$ cat config.mk
export PLATFORM = sky130hd
export DESIGN_NAME = ping_pong_ctrl
export DESIGN_NICKNAME = d
export VERILOG_FILES = /design/src/rtl/ping_pong_ctrl.sv
export SDC_FILE = /design/constraint.sdc
export NUM_CORES = 1
export LEC_CHECK = 0
export ABC_AREA = 1
export BUFFER_PORTS_ARGS = -buffer_cell sky130_fd_sc_hd__buf_2
export CAP_MARGIN = 25
export CELL_PAD_IN_SITES_DETAIL_PLACEMENT = 1
export CELL_PAD_IN_SITES_GLOBAL_PLACEMENT = 2
export CORE_AREA = 2 2 133 168
export DETAILED_ROUTE_END_ITERATION = 6
export DIE_AREA = 0 0 135 170
export PLACE_DENSITY_LB_ADDON = 0.12
export SYNTH_ARGS = -nofsm -noshare
export SYNTH_HDL_FRONTEND = slang
export SYNTH_SLANG_ARGS = --single-unit
export TNS_END_PERCENT = 5
$ cat constraint.sdc
create_clock -name clk -period 6.6 [get_ports clk]
set_input_delay 1.32 -clock clk [delete_from_list [all_inputs] [get_ports clk]]
set_output_delay 1.32 -clock clk [all_outputs]
set_load 0.1 [all_outputs]
$ cat src/rtl/ping_pong_ctrl.sv
`default_nettype none
// ============================================================================
//  Module   : ping_pong_ctrl
//  Purpose  : Ping-pong buffer controller for two byte-enabled single-port
//             RAM banks. One bank fills with a FRAME_LEN-word frame from a
//             valid/ready input stream while the other bank drains to a
//             valid/ready output stream through a 2-entry skid FIFO.
//  Ports    : clk, rst_n (async, active-low)
//             in_valid/in_ready/in_data     - input word stream
//             in_be                         - byte enables (PP_BYTE_EN_EN only)
//             out_valid/out_ready/out_data/out_last - output word stream
//             bankN_en/we/addr/din          - bank controls (en=1 write)
//             bankN_dout                    - bank read data (1-cycle latency)
//             bank_full                     - per-bank FULL-or-DRAINING flag
//  Options  : `define PP_BYTE_EN_EN adds the in_be port; otherwise every
//             accepted word writes all bytes.
//  Revision : 1.0 - initial release
// ============================================================================
module ping_pong_ctrl #(
    parameter int WIDTH      = 32,
    parameter int WE_WIDTH   = 4,
    parameter int ADDR_WIDTH = 10,
    parameter int FRAME_LEN  = 1024
) (
    input  logic                  clk,
    input  logic                  rst_n,
    input  logic                  in_valid,
    output logic                  in_ready,
    input  logic [WIDTH-1:0]      in_data,
`ifdef PP_BYTE_EN_EN
    input  logic [WE_WIDTH-1:0]   in_be,
`endif
    output logic                  out_valid,
    input  logic                  out_ready,
    output logic [WIDTH-1:0]      out_data,
    output logic                  out_last,
    output logic                  bank0_en,
    output logic [WE_WIDTH-1:0]   bank0_we,
    output logic [ADDR_WIDTH-1:0] bank0_addr,
    output logic [WIDTH-1:0]      bank0_din,
    input  logic [WIDTH-1:0]      bank0_dout,
    output logic                  bank1_en,
    output logic [WE_WIDTH-1:0]   bank1_we,
    output logic [ADDR_WIDTH-1:0] bank1_addr,
    output logic [WIDTH-1:0]      bank1_din,
    input  logic [WIDTH-1:0]      bank1_dout,
    output logic [1:0]            bank_full
);

    // Per-bank state encoding; bit 1 set means the bank holds a frame.
    localparam logic [1:0] c_EMPTY    = 2'd0;
    localparam logic [1:0] c_FILLING  = 2'd1;
    localparam logic [1:0] c_FULL     = 2'd2;
    localparam logic [1:0] c_DRAINING = 2'd3;

    localparam logic [ADDR_WIDTH-1:0] c_LAST_ADDR = ADDR_WIDTH'(FRAME_LEN - 1);

    logic [1:0]            r_state [2];
    logic [1:0]            w_state_nxt [2];
    logic                  r_wr_bank;
    logic                  r_rd_bank;
    logic [ADDR_WIDTH-1:0] r_wr_addr;
    logic [ADDR_WIDTH-1:0] r_rd_addr;
    logic [ADDR_WIDTH-1:0] r_bank0_addr;
    logic [ADDR_WIDTH-1:0] r_bank1_addr;

    // Read issued last cycle; its data appears on the bank dout this cycle.
    logic                  r_inflight;
    logic                  r_inflight_bank;
    logic                  r_inflight_last;

    // Two-entry skid FIFO holding read data the consumer has not yet taken.
    logic [WIDTH-1:0]      r_fifo_data [2];
    logic                  r_fifo_last [2];
    logic                  r_fifo_wptr;
    logic                  r_fifo_rptr;
    logic [1:0]            r_fifo_count;

    logic                  w_wr_fire;
    logic                  w_rd_avail;
    logic                  w_rd_fire;
    logic                  w_pop;
    logic                  w_fifo_empty;
    logic                  w_push;
    logic                  w_fifo_pop;
    logic [1:0]            w_occupancy;
    logic [WIDTH-1:0]      w_cap_data;
    logic [WE_WIDTH-1:0]   w_wr_be;

`ifdef PP_BYTE_EN_EN
    assign w_wr_be = in_be;
`else
    assign w_wr_be = {WE_WIDTH{1'b1}};
`endif

    // ------------------------------------------------------------------
    // Handshakes
    // ------------------------------------------------------------------
    assign in_ready  = (r_state[r_wr_bank] == c_EMPTY) || (r_state[r_wr_bank] == c_FILLING);
    assign w_wr_fire = in_valid & in_ready;

    assign w_fifo_empty = (r_fifo_count == 2'd0);
    // The in-flight word is presented directly from the bank while the FIFO
    // is empty, so a frame's first word is visible two cycles after its last
    // write.
    assign w_cap_data = r_inflight_bank ? bank1_dout : bank0_dout;
    assign out_valid  = ~w_fifo_empty | r_inflight;
    assign out_data   = w_fifo_empty ? w_cap_data      : r_fifo_data[r_fifo_rptr];
    assign out_last   = w_fifo_empty ? r_inflight_last : r_fifo_last[r_fifo_rptr];
    assign w_pop      = out_valid & out_ready;

    // Words owed to the consumer: stored entries plus the one in flight.
    // A pop this cycle frees a slot, which keeps a 1-word/cycle drain.
    assign w_occupancy = r_fifo_count + {1'b0, r_inflight};
    assign w_rd_avail  = (r_state[r_rd_bank] == c_FULL) || (r_state[r_rd_bank] == c_DRAINING);
    assign w_rd_fire   = w_rd_avail & ((w_occupancy < 2'd2) | w_pop);

    // An in-flight word consumed straight from the bank never enters the FIFO.
    assign w_push     = r_inflight & ~(w_fifo_empty & out_ready);
    assign w_fifo_pop = w_pop & ~w_fifo_empty;

    assign bank_full[0] = r_state[0][1];
    assign bank_full[1] = r_state[1][1];

    // ------------------------------------------------------------------
    // Bank state transitions. Writer and reader always target different
    // banks (EMPTY/FILLING vs FULL/DRAINING), so both may update at once.
    // ------------------------------------------------------------------
    always_comb begin
        w_state_nxt[0] = r_state[0];
        w_state_nxt[1] = r_state[1];
        if (w_wr_fire) begin
            w_state_nxt[r_wr_bank] = (r_wr_addr == c_LAST_ADDR) ? c_FULL : c_FILLING;
        end
        if (w_rd_fire) begin
            w_state_nxt[r_rd_bank] = (r_rd_addr == c_LAST_ADDR) ? c_EMPTY : c_DRAINING;
        end
    end

    // ------------------------------------------------------------------
    // Bank port drive; an idle bank keeps its previous address.
    // ------------------------------------------------------------------
    always_comb begin
        bank0_en   = 1'b0;
        bank0_we   = '0;
        bank0_addr = r_bank0_addr;
        bank0_din  = '0;
        bank1_en   = 1'b0;
        bank1_we   = '0;
        bank1_addr = r_bank1_addr;
        bank1_din  = '0;
        if (w_wr_fire) begin
            if (r_wr_bank == 1'b0) begin
                bank0_en   = 1'b1;
                bank0_we   = w_wr_be;
                bank0_addr = r_wr_addr;
                bank0_din  = in_data;
            end else begin
                bank1_en   = 1'b1;
                bank1_we   = w_wr_be;
                bank1_addr = r_wr_addr;
                bank1_din  = in_data;
            end
        end
        if (w_rd_fire) begin
            if (r_rd_bank == 1'b0) begin
                bank0_addr = r_rd_addr;
            end else begin
                bank1_addr = r_rd_addr;
            end
        end
    end

    // ------------------------------------------------------------------
    // Control registers
    // ------------------------------------------------------------------
    always_ff @(posedge clk or negedge rst_n) begin
        if (!rst_n) begin
            r_state[0]      <= c_EMPTY;
            r_state[1]      <= c_EMPTY;
            r_wr_bank       <= 1'b0;
            r_rd_bank       <= 1'b0;
            r_wr_addr       <= '0;
            r_rd_addr       <= '0;
            r_bank0_addr    <= '0;
            r_bank1_addr    <= '0;
            r_inflight      <= 1'b0;
            r_inflight_bank <= 1'b0;
            r_inflight_last <= 1'b0;
            r_fifo_wptr     <= 1'b0;
            r_fifo_rptr     <= 1'b0;
            r_fifo_count    <= 2'd0;
        end else begin
            r_state[0]   <= w_state_nxt[0];
            r_state[1]   <= w_state_nxt[1];
            r_bank0_addr <= bank0_addr;
            r_bank1_addr <= bank1_addr;

            if (w_wr_fire) begin
                if (r_wr_addr == c_LAST_ADDR) begin
                    r_wr_addr <= '0;
                    r_wr_bank <= ~r_wr_bank;
                end else begin
                    r_wr_addr <= r_wr_addr + 1'b1;
                end
            end

            if (w_rd_fire) begin
                if (r_rd_addr == c_LAST_ADDR) begin
                    r_rd_addr <= '0;
                    r_rd_bank <= ~r_rd_bank;
                end else begin
                    r_rd_addr <= r_rd_addr + 1'b1;
                end
            end

            r_inflight      <= w_rd_fire;
            r_inflight_bank <= r_rd_bank;
            r_inflight_last <= (r_rd_addr == c_LAST_ADDR);

            if (w_push) begin
                r_fifo_wptr <= ~r_fifo_wptr;
            end
            if (w_fifo_pop) begin
                r_fifo_rptr <= ~r_fifo_rptr;
            end
            r_fifo_count <= r_fifo_count + {1'b0, w_push} - {1'b0, w_fifo_pop};
        end
    end

    // FIFO storage needs no reset; entries are only read once counted.
    always_ff @(posedge clk) begin
        if (w_push) begin
            r_fifo_data[r_fifo_wptr] <= w_cap_data;
            r_fifo_last[r_fifo_wptr] <= r_inflight_last;
        end
    end

endmodule
`default_nettype wire
==> results.sh, run 1 <==
export IMPL_status="finished clean"
export IMPL_place_ws_ns=2.04
export IMPL_fin_ws_ns=2.08
export IMPL_finalWeightedCongestion=0.732
export IMPL_grt_pass1_wl_mm=29.1
export IMPL_cts_hold_buffers=0
export IMPL_root_buffer="clkbuf_16"
export IMPL_die_width_um=135
export IMPL_fin_util_pct=38.8
export IMPL_synthCells=767
export IMPL_async_flop_share_pct=43.6
export IMPL_worstMarginPinSlew_ns=0.946
export IMPL_avgSynthCellArea_um2=8.22
export IMPL_numPortBuffers=230
export IMPL_drc=0
export IMPL_ir_drop_mv=0.302
export IMPL_ys_flop_type="edfxtp_1"
export IMPL_cap_violations=0
export IMPL_fin_area_mm2=0.00827
export IMPL_worst_ep_required_time_ns=5.28
export IMPL_critPathKind="in2out"
export IMPL_antenna_found_initial=0
export IMPL_layout_commonest_cell="buf_2"
export IMPL_power_density_mw_per_mm2=537
export IMPL_clkTransAtPathRegs_ns=0.06
export IMPL_yosysSeqAreaShare_pct=51.7
export IMPL_min_period_ns=4.52
export IMPL_ys_warn_count=0
export IMPL_dr_pass1_iters=4
export IMPL_postPlaceCellArea_mm2=0.00767
export IMPL_wl_per_cell_um=14.4
export IMPL_layout_drive_gt1_share_pct=30.4
export IMPL_synth_top_area_share_pct=31.4
export IMPL_die_area_mm2=0.0230
export IMPL_p_leak_nw=4.32
export IMPL_slew_headroom_pct=37.0
export IMPL_grt_max_degree=58
export IMPL_synth_edf_count=66
export IMPL_fp_coreArea_mm2=0.0213
export IMPL_crit_path_max_fanout=27
export IMPL_gr_total_overflow=0
export IMPL_cts_resized=0
export IMPL_tns_ns=0
export IMPL_synthTopCellsByArea="edfxtp_1 31%, dfrtp_1 20%, inv_1 9.5%"
export IMPL_power_mw=4.44
export IMPL_multi_input_area_mm2=0.00222
export IMPL_routed_via_density=4.38
export IMPL_cts_setup_buffers=0
export IMPL_area_growth_pct=31.1
export IMPL_ys_ff_latch=117
export IMPL_cp_arrival_ns=3.20
export IMPL_place_hpwl_mm=13.3
export IMPL_first_iter_violations=190
export IMPL_cts_path_max_buffers=2
export IMPL_hold_viol=0
export IMPL_tritoncts="yes"
export IMPL_antenna_cells=0
export IMPL_htree_levels=4
export IMPL_num_io_pins=231
export IMPL_syn_area_mm2=0.00631
export IMPL_routed_wl_mm=18.4
export IMPL_n_fill_cell=2659
export IMPL_fin_nets=1083
export IMPL_clock_sinks=117
export IMPL_setup_viol=0
export IMPL_vias=5565
export IMPL_mostFrequentLayoutCells="230 x buf_2, 160 x inv_1, 147 x nand2_1"
export IMPL_rsz0062_at_grt="no"
export IMPL_synthDistinctLibCells=31
export IMPL_synth_nets=871
export IMPL_grt_use_total_pct=16.0
export IMPL_die_h_um=170
export IMPL_ant_nets=0
export IMPL_rows=60
export IMPL_final_seq_area_mm2=0.00326
export IMPL_dp_cells=1238
export IMPL_clk_latency_ns=0.42
export IMPL_slew_viol_final=0
export IMPL_end_kind="output port"
export IMPL_yosysTopAreaCell="edfxtp_1"
export IMPL_cts_inserted_buffers=17
export IMPL_clock_skew_ns=0.00979
export IMPL_worstSetupStartpointType="primary input"
export IMPL_holdCritPathClass="reg2reg"
export IMPL_whs_ns=0.475
export IMPL_start_util_pct=29.6
export IMPL_post_route_period_util_pct=68.5
export IMPL_grt_pass1_vias=5580
export IMPL_final_cells=1271
export IMPL_fmax_mhz=221
## final timing paths
check | startpoint | endpoint | slack (ns) | cells after the start
setup / recovery | in_valid | bank0_addr[9] | 2.08 | 7
hold / removal | r_inflight_last | r_fifo_last[0] | 0.48 | 0
setup reg to reg | r_fifo_count[0] | r_fifo_count[1] | 4.18 | 8
hold reg to reg | r_inflight_last | r_fifo_last[0] | 0.48 | 0
max in group asynchronous | rst_n | r_inflight_bank | 5.08 | 2
min in group asynchronous | rst_n | r_bank1_addr[7] | 1.03 | 2
## critical path, cell delays in order
cell,delay [ns]
buf_2,0.14
nand3_2,0.49
buf_16,0.38
inv_1,0.15
o211ai_1,0.09
o21ai_0,0.14
buf_2,0.48
## kinds of logic (layout without fill, tap and decap cells)
| kind of cell | Yosys count | after routing | share of synthesized area, % |
|---|---|---|---|
| simple gates | 273 | 273 | 17.6 |
| buf+inv | 206 | 431 | 13.5 |
| compound gates | 145 | 145 | 13.1 |
| flops | 117 | 117 | 51.7 |
| xor+xnor | 14 | 14 | 1.94 |
| mux | 8 | 8 | 1.41 |
| fa+ha+maj | 4 | 4 | 0.794 |
## synth_stat cells, types with 7 or more instances
cell type / count
dfrtp_1: 51
o21ai_0: 104
edfxtp_1: 66
xor2_1: 13
nor2_1: 84
nand4_1: 7
buf_4: 10
mux2_2: 7
o211ai_1: 26
inv_1: 160
nand2_1: 147
clkbuf_1: 13
o21ai_2: 10
buf_2: 18
nand3_1: 22
## state kept, by name, summed over array words and instances (netlist names), 2 cells and up
register	count
r_bank1_addr	10
r_fifo_count	2
r_rd_addr	10
r_fifo_last	2
bank_full	2
r_wr_addr	10
r_fifo_data	64
r_bank0_addr	10
## cell type report
class,instances,share of cell area [%]
clock buffer,17,5.15
clock inverter,15,1.77
inverter,162,7.36
multi-input combinational,444,26.9
sequential,117,39.4
tap,279,4.22
timing repair buffer,237,15.2
## where the power goes
group	total, mW	internal (mW)	switching, mW
Combinational	2.41	0.390	2.02
Sequential	1.13	1.03	0.0993
Clock	0.893	0.526	0.367
## metal layers
layer | GRT usage, % | vias to the layer above | share of wire (%)
li1 | - | 2841 | -
met1 | 18.7 | 2573 | 43
met2 | 29.3 | 142 | 51
met3 | 4.11 | 9 | 5.1
met4 | 3.53 | 0 | 0.67
met5 | 0 | - | 0
No activity file was read; power rests on OpenSTA's default activity.
==> run 2: changes to the inputs <==
--- a/config.mk
+++ b/config.mk
@@ -10,9 +10,9 @@
 export CAP_MARGIN = 25
 export CELL_PAD_IN_SITES_DETAIL_PLACEMENT = 1
 export CELL_PAD_IN_SITES_GLOBAL_PLACEMENT = 2
-export CORE_AREA = 2 2 133 168
+export CORE_AREA = 2 2 138 173
 export DETAILED_ROUTE_END_ITERATION = 6
-export DIE_AREA = 0 0 135 170
+export DIE_AREA = 0 0 140 175
 export PLACE_DENSITY_LB_ADDON = 0.12
 export SYNTH_ARGS = -nofsm -noshare
 export SYNTH_HDL_FRONTEND = slang
==> constraint.sdc (replaced) <==
create_clock -name clk -period 4.3 [get_ports clk]
set_input_delay 0.86 -clock clk [delete_from_list [all_inputs] [get_ports clk]]
set_output_delay 0.86 -clock clk [all_outputs]
set_load 0.1 [all_outputs]
==> results.sh, run 2 (synthesis gave the netlist of run 1 again) <==
export IMPL_cts_path_max_buffers=2
export IMPL_grt_max_degree=53
export IMPL_worst_ep_required_time_ns=3.44
export IMPL_violations="design-rule violations"
export IMPL_hold_depth=0
export IMPL_setup_viol=0
export IMPL_hold_path_end="r_fifo_last[1]"
export IMPL_p_leak_nw=4.33
export IMPL_grt_pass1_vias=5662
export IMPL_first_iter_violations=242
export IMPL_htree_levels=4
export IMPL_cp_num_buf_inv=3
export IMPL_worstMarginPinSlew_ns=0.801
export IMPL_slowest_delay_ns=0.48
export IMPL_cts_inserted_buffers=17
export IMPL_die_area_mm2=0.0245
export IMPL_tritoncts="yes"
export IMPL_fp_coreArea_mm2=0.0229
export IMPL_cap_violations=0
export IMPL_place_hpwl_mm=14.2
export IMPL_cp_depth=8
export IMPL_power_density_mw_per_mm2=830
export IMPL_routed_via_density=4.34
export IMPL_layout_commonest_cell="buf_2"
export IMPL_ff2ff_path_depth=9
export IMPL_status="finished with violations"
export IMPL_min_period_ns=3.60
export IMPL_worstSetupStartpointType="register"
export IMPL_cts_hold_buffers=0
export IMPL_clkTransAtPathRegs_ns=0.06
export IMPL_num_io_pins=231
export IMPL_start_util_pct=27.6
export IMPL_regToRegSetupSlack_ns=2.17
export IMPL_slew_headroom_pct=46.6
export IMPL_post_route_period_util_pct=83.7
export IMPL_fmax_mhz=278
export IMPL_rows=62
export IMPL_antenna_found_initial=0
export IMPL_area_growth_pct=31.3
export IMPL_die_width_um=140
export IMPL_whs_ns=0.510
export IMPL_vias=5555
export IMPL_rsz0062_at_grt="no"
export IMPL_mostFrequentLayoutCells="230 x buf_2, 160 x inv_1, 147 x nand2_1"
export IMPL_crit_path_max_fanout=20
export IMPL_worstHoldStart="r_inflight_last"
export IMPL_cts_resized=0
export IMPL_layout_drive_gt1_share_pct=30.4
export IMPL_antenna_cells=0
export IMPL_cp_arrival_ns=2.74
export IMPL_clk_latency_ns=0.42
export IMPL_finalWeightedCongestion=0.767
export IMPL_regMostFlops="r_fifo_data"
export IMPL_fin_nets=1085
export IMPL_grt_pass1_wl_mm=30.2
export IMPL_slowest_stage="dfrtp_1"
export IMPL_power_mw=6.87
export IMPL_critPathTopFamily="simple AND/OR/NAND/NOR gates"
export IMPL_grt_use_total_pct=15.7
export IMPL_slew_viol_final=0
export IMPL_die_h_um=175
export IMPL_clock_skew_ns=0.0102
export IMPL_cts_setup_buffers=0
export IMPL_end_kind="output port"
export IMPL_numPortBuffers=230
export IMPL_rr_startpoint="r_fifo_count[0]"
export IMPL_routed_wl_mm=18.8
export IMPL_critPathKind="reg2out"
export IMPL_dr_pass1_iters=7
export IMPL_clock_sinks=117
export IMPL_root_buffer="clkbuf_16"
export IMPL_holdCritPathClass="reg2reg"
export IMPL_hold_viol=0
export IMPL_r2r_end="r_fifo_count[1]"
export IMPL_crit_chain="o21ai_0, nand2_2, inv_2, nand2_2, nand2_1, nand2_1, inv_1, buf_2"
export IMPL_largest_register_ffs=64
export IMPL_drc=22
export IMPL_ant_nets=0
export IMPL_wl_per_cell_um=14.7
export IMPL_gr_total_overflow=0
export IMPL_ir_drop_mv=0.324
export IMPL_fin_util_pct=36.2
-- run 2: metal layers --
metal  part of all wire, %  wire [um]  GRT usage [%]
met1                    41       7790           19.0
met2                    52       9850           28.0
met3                   4.6        857           2.93
met4                   1.8        337           5.47
met5                     0          0              0
-- run 2: layout make-up --
type	count	area (um^2)
inverter	162	608
clock inverter	13	159
tap	288	360
timing repair buffer	239	1240
fill	2771	14600
clock buffer	18	429
sequential	117	3260
multi-input combinational	444	2220
-- run 2: power by group --
part	switching (mW)	total [mW]	leakage [nW]	internal [mW]
logic	3.10	3.70	2.80	0.597
registers	0.183	1.76	1.26	1.58
clock network	0.510	1.41	0.282	0.905
-- run 2: worst max path at each step --
stage / startpoint / endpoint / slack (ns)
floorplan: bank_full[0] / bank0_addr[1] / -0.20
global placement: out_ready / bank1_addr[7] / 0.86
detailed placement: out_ready / bank1_addr[2] / 0.82
CTS: r_rd_bank / bank1_addr[0] / 0.64
global route: r_rd_bank / bank1_addr[0] / 0.52
finish: r_rd_bank / bank1_addr[0] / 0.70
-- run 2: per-stage QoR --
step	cell area [um^2]	setup slack, ns	TNS, ns	std cells
finish	8280	0.702	0	1281
global route	8280	0.525	0	1281
CTS	8280	0.640	0	1281
detailed placement	7690	0.817	0	1250
global placement	7650	0.858	0	1248
floorplan	6310	-0.201	-1.81	767
